==> src/rtl/mesh_pkt_pkg.sv <==
// Mesh packet field layout, header struct and helpers shared by the terminal injector.
// Packet: nxt_jump | row | col | mode | payload, MSB first.
package mesh_pkt_pkg;

  localparam int NXT_W     = 8;
  localparam int ROW_W     = 4;
  localparam int COL_W     = 4;
  localparam int MODE_W    = 1;
  localparam int HDR_W     = NXT_W + ROW_W + COL_W + MODE_W;
  localparam int MAX_PKT_W = 128;

  typedef struct packed {
    logic [NXT_W-1:0] nxt_jump;
    logic [ROW_W-1:0] row;
    logic [COL_W-1:0] col;
    logic             mode;
  } pkt_hdr_t;

  // Terminals sit on the mesh rim: top/bottom rows or left/right columns, corners excluded.
  function automatic logic is_legal_terminal(input logic [ROW_W-1:0] row,
                                             input logic [COL_W-1:0] col,
                                             input int rows,
                                             input int cols);
    int r;
    int c;
    r = int'(row);
    c = int'(col);
    return ((r == 0 || r == rows + 1) && c >= 1 && c <= cols) ||
           ((c == 0 || c == cols + 1) && r >= 1 && r <= rows);
  endfunction

  // Result is right-aligned; callers cast to their packet width.
  function automatic logic [MAX_PKT_W-1:0] build_pkt(input pkt_hdr_t hdr,
                                                     input logic [MAX_PKT_W-1:0] payload,
                                                     input int pw);
    logic [MAX_PKT_W-1:0] mask;
    logic [MAX_PKT_W-1:0] hdr_wide;
    mask     = ~({MAX_PKT_W{1'b1}} << pw);
    hdr_wide = {{(MAX_PKT_W-HDR_W){1'b0}}, hdr};
    return (hdr_wide << pw) | (payload & mask);
  endfunction

endpackage

==> src/rtl/mesh_term_injector_if.sv <==
// Producer-request and mesh-terminal handshake bundle for one injector.
// master drives requests and popin; slave (the injector) answers with wr_rdy and the head packet.
interface mesh_term_injector_if #(
  parameter int pckg_sz = 40
);
  localparam int PW = pckg_sz - 17;

  logic               wr_vld;
  logic               wr_rdy;
  logic [3:0]         wr_row;
  logic [3:0]         wr_col;
  logic               wr_mode;
  logic [PW-1:0]      wr_payload;
  logic [pckg_sz-1:0] data_out_i_in;
  logic               pndng_i_in;
  logic               popin;

  modport master (
    output wr_vld, wr_row, wr_col, wr_mode, wr_payload, popin,
    input  wr_rdy, data_out_i_in, pndng_i_in
  );

  modport slave (
    input  wr_vld, wr_row, wr_col, wr_mode, wr_payload, popin,
    output wr_rdy, data_out_i_in, pndng_i_in
  );

endinterface

==> src/rtl/mesh_inj_fifo.sv <==
// Circular packet store behind the injector head register.
// Latency: pushed data readable at pop_dat the cycle after push.
// Backpressure: push ignored when full unless popping the same cycle; pop ignored when empty.
module mesh_inj_fifo #(
  parameter int W     = 40,
  parameter int DEPTH = 7
) (
  input  logic                       clk,
  input  logic                       reset,
  input  logic                       push,
  input  logic [W-1:0]               push_dat,
  input  logic                       pop,
  output logic [W-1:0]               pop_dat,
  output logic                       full,
  output logic                       empty,
  output logic [$clog2(DEPTH+1)-1:0] count
);

  localparam int PTR_W = (DEPTH > 1) ? $clog2(DEPTH) : 1;
  localparam int CNT_W = $clog2(DEPTH + 1);

  logic [W-1:0]     mem [DEPTH];
  logic [PTR_W-1:0] wp, rp, wp_nxt, rp_nxt;
  logic             full_q;
  logic             do_push, do_pop;

  assign empty   = (wp == rp) && !full_q;
  assign full    = full_q;
  assign do_pop  = pop && !empty;
  assign do_push = push && (!full_q || do_pop);
  assign pop_dat = mem[rp];

  // Pointers wrap at DEPTH, which need not be a power of two.
  assign wp_nxt = (wp == PTR_W'(DEPTH - 1)) ? '0 : wp + PTR_W'(1);
  assign rp_nxt = (rp == PTR_W'(DEPTH - 1)) ? '0 : rp + PTR_W'(1);

  always_comb begin
    count = '0;
    if (full_q)
      count = CNT_W'(DEPTH);
    else if (wp >= rp)
      count = CNT_W'(wp - rp);
    else
      count = CNT_W'(DEPTH + int'(wp) - int'(rp));
  end

  always_ff @(posedge clk) begin
    if (do_push)
      mem[wp] <= push_dat;
  end

  always_ff @(posedge clk or posedge reset) begin
    if (reset) begin
      wp     <= '0;
      rp     <= '0;
      full_q <= 1'b0;
    end else begin
      if (do_push)
        wp <= wp_nxt;
      if (do_pop)
        rp <= rp_nxt;
      if (do_push && !do_pop)
        full_q <= (wp_nxt == rp);
      else if (do_pop && !do_push)
        full_q <= 1'b0;
    end
  end

endmodule

==> src/rtl/mesh_term_injector.sv <==
// Per-terminal mesh packet source: validates, formats and queues producer requests (MESH_INJ_SEQ_STAMP_EN stamps a sequence number).
// Latency: accepted packet reaches pndng_i_in/data_out_i_in one cycle after acceptance.
// Backpressure: wr_rdy drops when fifo_depth packets are held; it depends on registered state only, never on popin.
module mesh_term_injector
  import mesh_pkt_pkg::*;
#(
  parameter int pckg_sz    = 40,
  parameter int fifo_depth = 8,
  parameter int ROWS       = 4,
  parameter int COLUMS     = 4,
  parameter int id_row     = 0,
  parameter int id_column  = 0,
  parameter int SEQ_W      = 8
) (
  input  logic                            clk,
  input  logic                            reset,
  mesh_term_injector_if.slave             bus,
  output logic [$clog2(fifo_depth+1)-1:0] fill_lvl,
  output logic [15:0]                     sent_cnt,
  output logic [15:0]                     rej_cnt,
  output logic                            err_bad_dest
);

  localparam int PW     = pckg_sz - 17;
  localparam int STORE  = fifo_depth - 1;
  localparam int FILL_W = $clog2(fifo_depth + 1);
  localparam int CNT_W  = $clog2(STORE + 1);

  if (fifo_depth < 2 || pckg_sz < 18 || SEQ_W < 1 || SEQ_W >= PW ||
      id_row < 0 || id_row > ROWS + 1 || id_column < 0 || id_column > COLUMS + 1) begin : g_bad_cfg
    $error("mesh_term_injector: illegal parameter combination");
  end

  typedef enum logic {ST_EMPTY, ST_LOADED} head_state_t;

  head_state_t        state;
  logic [pckg_sz-1:0] head_q;
  logic               pndng_q;

  pkt_hdr_t           hdr;
  logic [PW-1:0]      payload_fmt;
  logic [pckg_sz-1:0] pkt;
  logic               legal, fire, push, rej, pop_head;

  logic               fifo_push, fifo_pop, fifo_full, fifo_empty;
  logic [pckg_sz-1:0] fifo_rd_dat;
  logic [CNT_W-1:0]   fifo_cnt;

  assign fill_lvl          = FILL_W'(pndng_q) + FILL_W'(fifo_cnt);
  assign bus.wr_rdy        = (fill_lvl != FILL_W'(fifo_depth));
  assign bus.pndng_i_in    = pndng_q;
  assign bus.data_out_i_in = head_q;

  assign legal    = is_legal_terminal(bus.wr_row, bus.wr_col, ROWS, COLUMS);
  assign fire     = bus.wr_vld && bus.wr_rdy;
  assign push     = fire && legal;
  assign rej      = fire && !legal;
  assign pop_head = bus.popin && pndng_q;

`ifdef MESH_INJ_SEQ_STAMP_EN
  logic [SEQ_W-1:0] seq_cnt;

  always_ff @(posedge clk or posedge reset) begin
    if (reset)
      seq_cnt <= '0;
    else if (push)
      seq_cnt <= seq_cnt + SEQ_W'(1);
  end

  always_comb begin
    payload_fmt              = bus.wr_payload;
    payload_fmt[SEQ_W-1:0]   = seq_cnt;
  end
`else
  assign payload_fmt = bus.wr_payload;
`endif

  always_comb begin
    hdr          = '0;
    hdr.nxt_jump = 8'h00;
    hdr.row      = bus.wr_row;
    hdr.col      = bus.wr_col;
    hdr.mode     = bus.wr_mode;
    pkt          = pckg_sz'(build_pkt(hdr, MAX_PKT_W'(payload_fmt), PW));
  end

  // Storage only takes a packet when the head is occupied and not being refilled directly by it.
  assign fifo_push = push && (state == ST_LOADED) && !(bus.popin && fifo_empty);
  assign fifo_pop  = (state == ST_LOADED) && bus.popin && !fifo_empty;

  mesh_inj_fifo #(
    .W     (pckg_sz),
    .DEPTH (STORE)
  ) u_fifo (
    .clk      (clk),
    .reset    (reset),
    .push     (fifo_push),
    .push_dat (pkt),
    .pop      (fifo_pop),
    .pop_dat  (fifo_rd_dat),
    .full     (fifo_full),
    .empty    (fifo_empty),
    .count    (fifo_cnt)
  );

  always_ff @(posedge clk or posedge reset) begin
    if (reset) begin
      state   <= ST_EMPTY;
      pndng_q <= 1'b0;
      head_q  <= '0;
    end else begin
      case (state)
        ST_EMPTY: begin
          if (push) begin
            head_q  <= pkt;
            pndng_q <= 1'b1;
            state   <= ST_LOADED;
          end
        end
        ST_LOADED: begin
          if (bus.popin) begin
            if (!fifo_empty) begin
              head_q <= fifo_rd_dat;
            end else if (push) begin
              head_q <= pkt;
            end else begin
              pndng_q <= 1'b0;
              state   <= ST_EMPTY;
            end
          end
        end
        default: begin
          pndng_q <= 1'b0;
          state   <= ST_EMPTY;
        end
      endcase
    end
  end

  always_ff @(posedge clk or posedge reset) begin
    if (reset) begin
      sent_cnt     <= '0;
      rej_cnt      <= '0;
      err_bad_dest <= 1'b0;
    end else begin
      err_bad_dest <= rej;
      if (pop_head && sent_cnt != 16'hFFFF)
        sent_cnt <= sent_cnt + 16'd1;
      if (rej && rej_cnt != 16'hFFFF)
        rej_cnt <= rej_cnt + 16'd1;
    end
  end

  // fifo_full is implied by fill_lvl; kept visible for debug probes.
  logic fifo_full_unused;
  assign fifo_full_unused = fifo_full;

endmodule

==> src/flat_wrapper.sv <==
// flat-port wrapper written by rule: the top's interface ports become plain ports
module mesh_term_injector_flat import mesh_pkt_pkg::*;
#(
  parameter int pckg_sz    = 40,
  parameter int fifo_depth = 8,
  parameter int ROWS       = 4,
  parameter int COLUMS     = 4,
  parameter int id_row     = 0,
  parameter int id_column  = 0,
  parameter int SEQ_W      = 8
)
  (clk, reset, fill_lvl, sent_cnt, rej_cnt, err_bad_dest, bus_wr_vld, bus_wr_row, bus_wr_col, bus_wr_mode, bus_wr_payload, bus_popin, bus_wr_rdy, bus_data_out_i_in, bus_pndng_i_in);
  mesh_term_injector_if #(.pckg_sz(pckg_sz)) bus_i ();
  input  logic clk;
  input  logic reset;
  output logic [$clog2(fifo_depth+1)-1:0] fill_lvl;
  output logic [15:0] sent_cnt;
  output logic [15:0] rej_cnt;
  output logic err_bad_dest;
  input wire logic [$bits(bus_i.wr_vld)-1:0] bus_wr_vld;
  input wire logic [$bits(bus_i.wr_row)-1:0] bus_wr_row;
  input wire logic [$bits(bus_i.wr_col)-1:0] bus_wr_col;
  input wire logic [$bits(bus_i.wr_mode)-1:0] bus_wr_mode;
  input wire logic [$bits(bus_i.wr_payload)-1:0] bus_wr_payload;
  input wire logic [$bits(bus_i.popin)-1:0] bus_popin;
  output wire logic [$bits(bus_i.wr_rdy)-1:0] bus_wr_rdy;
  output wire logic [$bits(bus_i.data_out_i_in)-1:0] bus_data_out_i_in;
  output wire logic [$bits(bus_i.pndng_i_in)-1:0] bus_pndng_i_in;
  assign bus_i.wr_vld = bus_wr_vld;
  assign bus_i.wr_row = bus_wr_row;
  assign bus_i.wr_col = bus_wr_col;
  assign bus_i.wr_mode = bus_wr_mode;
  assign bus_i.wr_payload = bus_wr_payload;
  assign bus_i.popin = bus_popin;
  assign bus_wr_rdy = bus_i.wr_rdy;
  assign bus_data_out_i_in = bus_i.data_out_i_in;
  assign bus_pndng_i_in = bus_i.pndng_i_in;
  mesh_term_injector #(.pckg_sz(pckg_sz), .fifo_depth(fifo_depth), .ROWS(ROWS), .COLUMS(COLUMS), .id_row(id_row), .id_column(id_column), .SEQ_W(SEQ_W)) u_core (.clk(clk), .reset(reset), .bus(bus_i), .fill_lvl(fill_lvl), .sent_cnt(sent_cnt), .rej_cnt(rej_cnt), .err_bad_dest(err_bad_dest));
endmodule
==> config.mk <==
export PLATFORM = sky130hd
export DESIGN_NAME = mesh_term_injector_flat
export DESIGN_NICKNAME = d
export VERILOG_FILES = /design/src/rtl/mesh_pkt_pkg.sv /design/src/rtl/mesh_term_injector_if.sv /design/src/rtl/mesh_inj_fifo.sv /design/src/rtl/mesh_term_injector.sv /design/src/flat_wrapper.sv
export SDC_FILE = /design/constraint.sdc
export NUM_CORES = 1
export LEC_CHECK = 0
export CAP_MARGIN = 0
export CORE_MARGIN = 4
export CORE_UTILIZATION = 40
export DETAILED_ROUTE_END_ITERATION = 8
export MAX_ROUTING_LAYER = met4
export PLACE_DENSITY_LB_ADDON = 0.1
export SYNTH_ARGS = -nofsm -noshare
export SYNTH_HDL_FRONTEND = slang
export SYNTH_SLANG_ARGS = --single-unit
==> constraint.sdc <==
create_clock -name clk -period 15.09 [get_ports clk]
set_input_delay 2.2635 -clock clk [delete_from_list [all_inputs] [get_ports clk]]
set_output_delay 2.2635 -clock clk [all_outputs]
set_load 0.05 [all_outputs]
# Word level (Yosys, flattened, before mapping)
# Memories as Yosys holds them, arrays and structs flattened.
# Cells that the tools add are included.
# op_classes
n_addsub	8
order_cmp	5
n_eq_ne	13
n_mux	21
n_bitwise	2
n_reduce_logical	34
# ops
cell	count
$mux 40	3
$pmux 40 s2	1
$add 16x1->16 const B	2
$ne 16x16->1 const B	2
$or 32x23->32	1
$logic_and 1x1->1	20
$mux 3	4
$mux 1	11
$eq 4x4->1 const B	2
$ge 4x1->1 const B	2
$le 4x3->1 const B	2
$logic_not 4->1	2
$add 3x1->3 const B	2
$eq 3x3->1	2
$eq 3x3->1 const B	2
$logic_not 1->1	6
$ne 2x2->1 const B	3
$sub 3x3->3	2
$add 1x3->4	1
$logic_or 1x1->1	4
$ne 4x4->1 const B	1
$pmux 1 s2	2
$reduce_and 4->1	1
$add 3x3->3 const A	1
other kinds (4)	4
# totals
ff_bits	82
ram_bits	224
wordCells	93
mem_count	1
# mem_list
name	depth	width	read_ports	rd_ports_with_merged_regs	wr	line_no	text
u_core.u_fifo.mem	7	32	1	0	1	mesh_inj_fifo.sv:22	logic [W-1:0] mem [DEPTH];

# Depth between registers and ports, before layout
# logic_depth
depth_word	15
mapped_depth	19
ltp_nobuf	16

# Modules after synthesis
# From an unflattened synthesis, not the netlist that was laid out.
# hier_totals
cells_unflattened	1031
hier_area_um2	15092.0
# modules_own_cells
module	instances	cells_per_inst	area_each_um2	seq_area_each_um2
mesh_inj_fifo	1	636	11282.1	8583.2
mesh_term_injector	1	395	3809.9	1876.8

# Worst setup path before layout
# No wires, ideal clock.
# synth_timing
kind	input-to-reg
from	in bus_wr_row[0]
to	mem u_core.u_fifo.mem[0][0] in the netlist's numbering, enable pin
setup_ns	0.502
t_arrival_ns	6.790
t_required_ns	14.588
slack_ns	7.799
cell_stages	6
path_buffers	0
cell_sequence	xor2_1 or3_1 or4b_4 a31oi_4 nand4_2 nor4_1
# synth_between
elab_chain_len	11
elab_cells_between_ends	16
classes_between	order compare: 2; eq/ne: 1; mux: 2; reduce/logical: 11
# synth_rtl
element	line_no	text
start, declared	flat_wrapper.sv:21	input wire logic [$bits(bus_i.wr_row)-1:0] bus_wr_row;
branches (longest 4 deep; another with $ge 4x1->1)	-	
$logic_or 1x1->1 (*)	mesh_pkt_pkg.sv:28	return ((r == 0 || r == rows + 1) && c >= 1 && c <= cols) ||
$logic_and 1x1->1 (*)	mesh_term_injector.sv:56	assign push = fire && legal;
$logic_and 1x1->1 (*) (2 in a row)	mesh_term_injector.sv:88	assign fifo_push = push && (state == ST_LOADED) && !(bus.popin && fifo_empty);
$logic_and 1x1->1 (*)	mesh_inj_fifo.sv:30	assign do_push = push && (!full_q || do_pop);
$mux 1 (*)	mesh_inj_fifo.sv:48	if (do_push)
$mux 1 (not written as such) (*)	mesh_inj_fifo.sv:49	mem[wp] <= push_dat;
end, declared	mesh_inj_fifo.sv:22	
# Mark *: on every way between the ends.

# Worst setup path in the final report
# layout_timing
from	reg u_core.u_fifo.rp[0]
to	out bus_wr_rdy
# layout_between
elab_chain_len	5
elab_cells_between_ends	7
classes_between	add/sub: 3; order compare: 1; eq/ne: 1; mux: 2
# layout_rtl
element	line_no	text
start, declared	mesh_inj_fifo.sv:23	logic [PTR_W-1:0] wp, rp, wp_nxt, rp_nxt;
start signal, assigned	mesh_inj_fifo.sv:61	rp <= rp_nxt;
$sub 3x3->3, or another cell as far along	mesh_inj_fifo.sv:44	count = CNT_W'(DEPTH + int'(wp) - int'(rp));
$mux 3 (*)	mesh_inj_fifo.sv:41	else if (wp >= rp)
$mux 3 (*)	mesh_inj_fifo.sv:39	if (full_q)
$add 1x3->4 (*)	mesh_term_injector.sv:49	assign fill_lvl = FILL_W'(pndng_q) + FILL_W'(fifo_cnt);
$ne 4x4->1 (*)	mesh_term_injector.sv:50	assign bus.wr_rdy = (fill_lvl != FILL_W'(fifo_depth));
end, declared	flat_wrapper.sv:26	output wire logic [$bits(bus_i.wr_rdy)-1:0] bus_wr_rdy;
# Mark *: on every way between the ends. The rest lies on a longest branch, timed or not.

==> metrics.cfg <==
[outcome]
status = finished, final reports clean

[clocking]
cts_tree = yes
clockBufferDepth = 3
cts_sinks = 306
htreeDepth = 2
ctsResizeCount = 0
clk_latency_ps = 510
cts_made_buffers = 35
cts_hold_buffers = 0
root_buffer = clkbuf_16
clk_pin_slew_ps = 60
postCtsSetupBuffers = 0

[synth]
synthFlopType = edfxtp_1
ys_warn_count = 0
synth_seq_cells = 306
synth_cell_types = 54
netlist_area_um2 = 12900
syn-instance-count = 859
syn_avg_cell_area_um2 = 15.0
ys_seq_area_share_pct = 68.2
synth_fp_nets = 906
synth_edf_count = 224
async_flop_share_pct = 26.8

[pwr]
cellPowerDensity_nw_per_um2 = 142
switchingPower_mw = 0.641
internal-power_mw = 1.58
ir_drop_mv = 0.0981
power_leakage_nw = 5.59
sw_frac_of_total_pct = 28.9
clkPwrFrac_pct = 36.2
power.sequential.fraction_pct = 45.0
combinationalPowerShare_pct = 18.7

[sta]
whs_ps = 497
finalCritPeriodShare_pct = 45.6
hold_viol_final = 0
setup_tns_ps = 0
rsz0062_at_grt = false
max_freq_mhz = 145
slew_violations = 0
skew_ps = 15.0
setup_viol = 0
worst_pin_slew_ps = 1020
relSlewSlack_pct = 32.0
fin_crit_ps = 6890

[finish]
num-fill-cells = 2738
layout-drive-gt1-share_pct = 13.4
layout.nets = 1019
fin_util_pct = 49.2
synthToLayoutAreaGrowth_pct = 20.8

[worst_hold_path]
hold_path.class = flip-flop to flip-flop
hold_depth = 1

[drt]
vias_per_cell = 5.42
first_iter_violations = 441
wl_mm = 29.3
vias = 7605
drc = 0
drtAntennaViolNets = 0
dr.pass1.iters = 4
avgRoutedWirePerCell_um = 20.9

[placed_design]
routabilityCongestion = 0.749
dp_hpwl_mm = 16.7
portBuffers = 114

[global_routing]
grt_pass1_wl_mm = 46.1
grt_max_degree = 78
overflow = 0
grt_antenna_before_repair = 1
grt_pass1_vias = 7746
track_usage_pct = 17.0

[floorplan]
initial_utilization_pct = 40.7
chipHeight_um = 187
die_w_um = 187
pin_count = 115
num_rows = 65
die_area_um2 = 35100
core_area_um2 = 31600

[critical_path]
crit_path_start_kind = flip-flop
worstPathMaxFanout = 39
worstPathRequired_ps = 12830
end_kind = primary output
cp_data_arrival_time_ps = 4620
reg2reg_depth = 13
worstSetupPathType = flip-flop to primary output

[run]
drv_cap = 0

[power by group through the flow]
stage          combinational [mW]  clock (mW)  sequential, mW
4_1_cts                     0.420       0.822            1.00
6_report                    0.415       0.803           0.999
3_3_place_gp                0.416           0            1.02
2_1_floorplan               0.129           0            1.15
3_5_place_dp                0.419           0            1.02
5_1_grt                     0.438       0.862            1.01
[flip-flops by register name, indices dropped and copies added (netlist names)]
name                      flops
u_core.err_bad_dest           1
u_core.u_fifo.rp              3
u_core.u_fifo.full            1
u_core.rej_cnt               16
u_core.bus.pndng_i_in         1
u_core.state                  1
u_core.bus.data_out_i_in     40
u_core.sent_cnt              16
u_core.u_fifo.wp              3
u_core.u_fifo.mem           224
[per-layer routing]
layer | share of wire (%) | global-route usage (%)
met1 | 46 | 23.4
met2 | 48 | 26.8
met3 | 4.1 | 2.84
met4 | 2.0 | 4.29
met5 | 0 | -
[synthesized netlist by cell type, drive strengths merged (3+ instances only)]
cell	count	share of area, %
a31o	14	0.95
nor4	7	0.34
o21ai	42	1.6
clkbuf	33	0.96
nor2	38	1.1
and4	7	0.48
a21oi	5	0.19
edfxtp	224	52
nand3	27	1.1
xnor2	22	1.5
buf	19	0.88
nor3	30	1.2
dfrtp	82	16
ha	9	0.87
nand2	79	2.3
mux2	3	0.26
xor2	12	0.82
nand2b	7	0.34
or3	4	0.19
inv	14	0.41
mux4	32	5.6
o32ai	11	0.75
nand4	11	0.58
mux2i	66	5.1
and3	12	0.58
a311o	20	1.6
[through the flow]
| stage | instance area, µm² | instances | power, mW | setup slack, ps |
|---|---|---|---|---|
| final | 15600 | 1402 | 2.22 | 8200 |
| after global routing | 15600 | 1402 | 2.31 | 7830 |
| after CTS | 15600 | 1401 | 2.24 | 8110 |
| after detailed placement | 14500 | 1337 | 1.44 | 8650 |
| after global placement | 14500 | 1337 | 1.43 | 8720 |
| after floorplan | 12900 | 859 | 1.28 | 7800 |
[cell families (layout without fill, tap and decap cells)]
group	Yosys count	after routing	share of synthesized area [%]
AOI/OAI and AO/OA	110	110	6.31
buffers and inverters	66	206	2.25
and+or+nand+nor	231	231	8.79
muxes	101	101	11.0
other	0	1	0
DFF	306	306	68.2
xor gates and xnor gates	34	34	2.31
adders and majority gates	11	11	1.19
[final cells by class]
cell class                      instances  area [µm²]  area share (%)
Inverter                               14        53.8           0.346
Tap cell                              402         503            3.23
Clock buffer                           50        1010            6.51
Clock inverter                         14        88.8           0.571
Timing Repair Buffer                  128        1250            8.01
Multi-Input combinational cell        487        3870            24.9
Antenna cell                            1        2.50          0.0161
Sequential cell                       306        8790            56.5
[cell usage in the layout (no fill, tap or decap), types with 14 or more instances in the layout]
| cell | netlist | final |
|---|---|---|
| a311o_1 | 20 | 20 |
| buf_4 | 0 | 14 |
| o21ai_0 | 41 | 41 |
| a31o_2 | 14 | 14 |
| clkbuf_16 | 0 | 36 |
| mux2i_1 | 66 | 66 |
| nand2_1 | 79 | 78 |
| clkdlybuf4s50_1 | 0 | 114 |
| nor2_1 | 38 | 37 |
| xnor2_1 | 22 | 22 |
| nand3_1 | 26 | 25 |
| dfrtp_1 | 82 | 80 |
| mux4_2 | 32 | 32 |
| edfxtp_1 | 224 | 224 |
| nor3_1 | 30 | 30 |
[critical path, stage by stage (launching register included)]
cell             delay, ps
dfrtp_4                910
ha_1                   410
nand2b_1               210
a31oi_1                300
xor2_1                 170
nand2b_1                80
ha_1                   200
ha_1                   290
nor4bb_1               370
nand3_1                360
clkdlybuf4s50_1        810
[worst paths after layout]
path                                     start                        to  slack [ps]
hold reg to reg            u_core.sent_cnt[14]       u_core.sent_cnt[14]         500
hold / removal             u_core.sent_cnt[14]       u_core.sent_cnt[14]         500
setup reg to reg           u_core.u_fifo.rp[0]  u_core.u_fifo.mem[5][27]       10170
min in group asynchronous                reset       u_core.sent_cnt[14]        2200
max in group asynchronous                reset       u_core.u_fifo.rp[1]       11780
setup / recovery           u_core.u_fifo.rp[0]                bus_wr_rdy        8200
No activity file was read; power rests on OpenSTA's default activity.
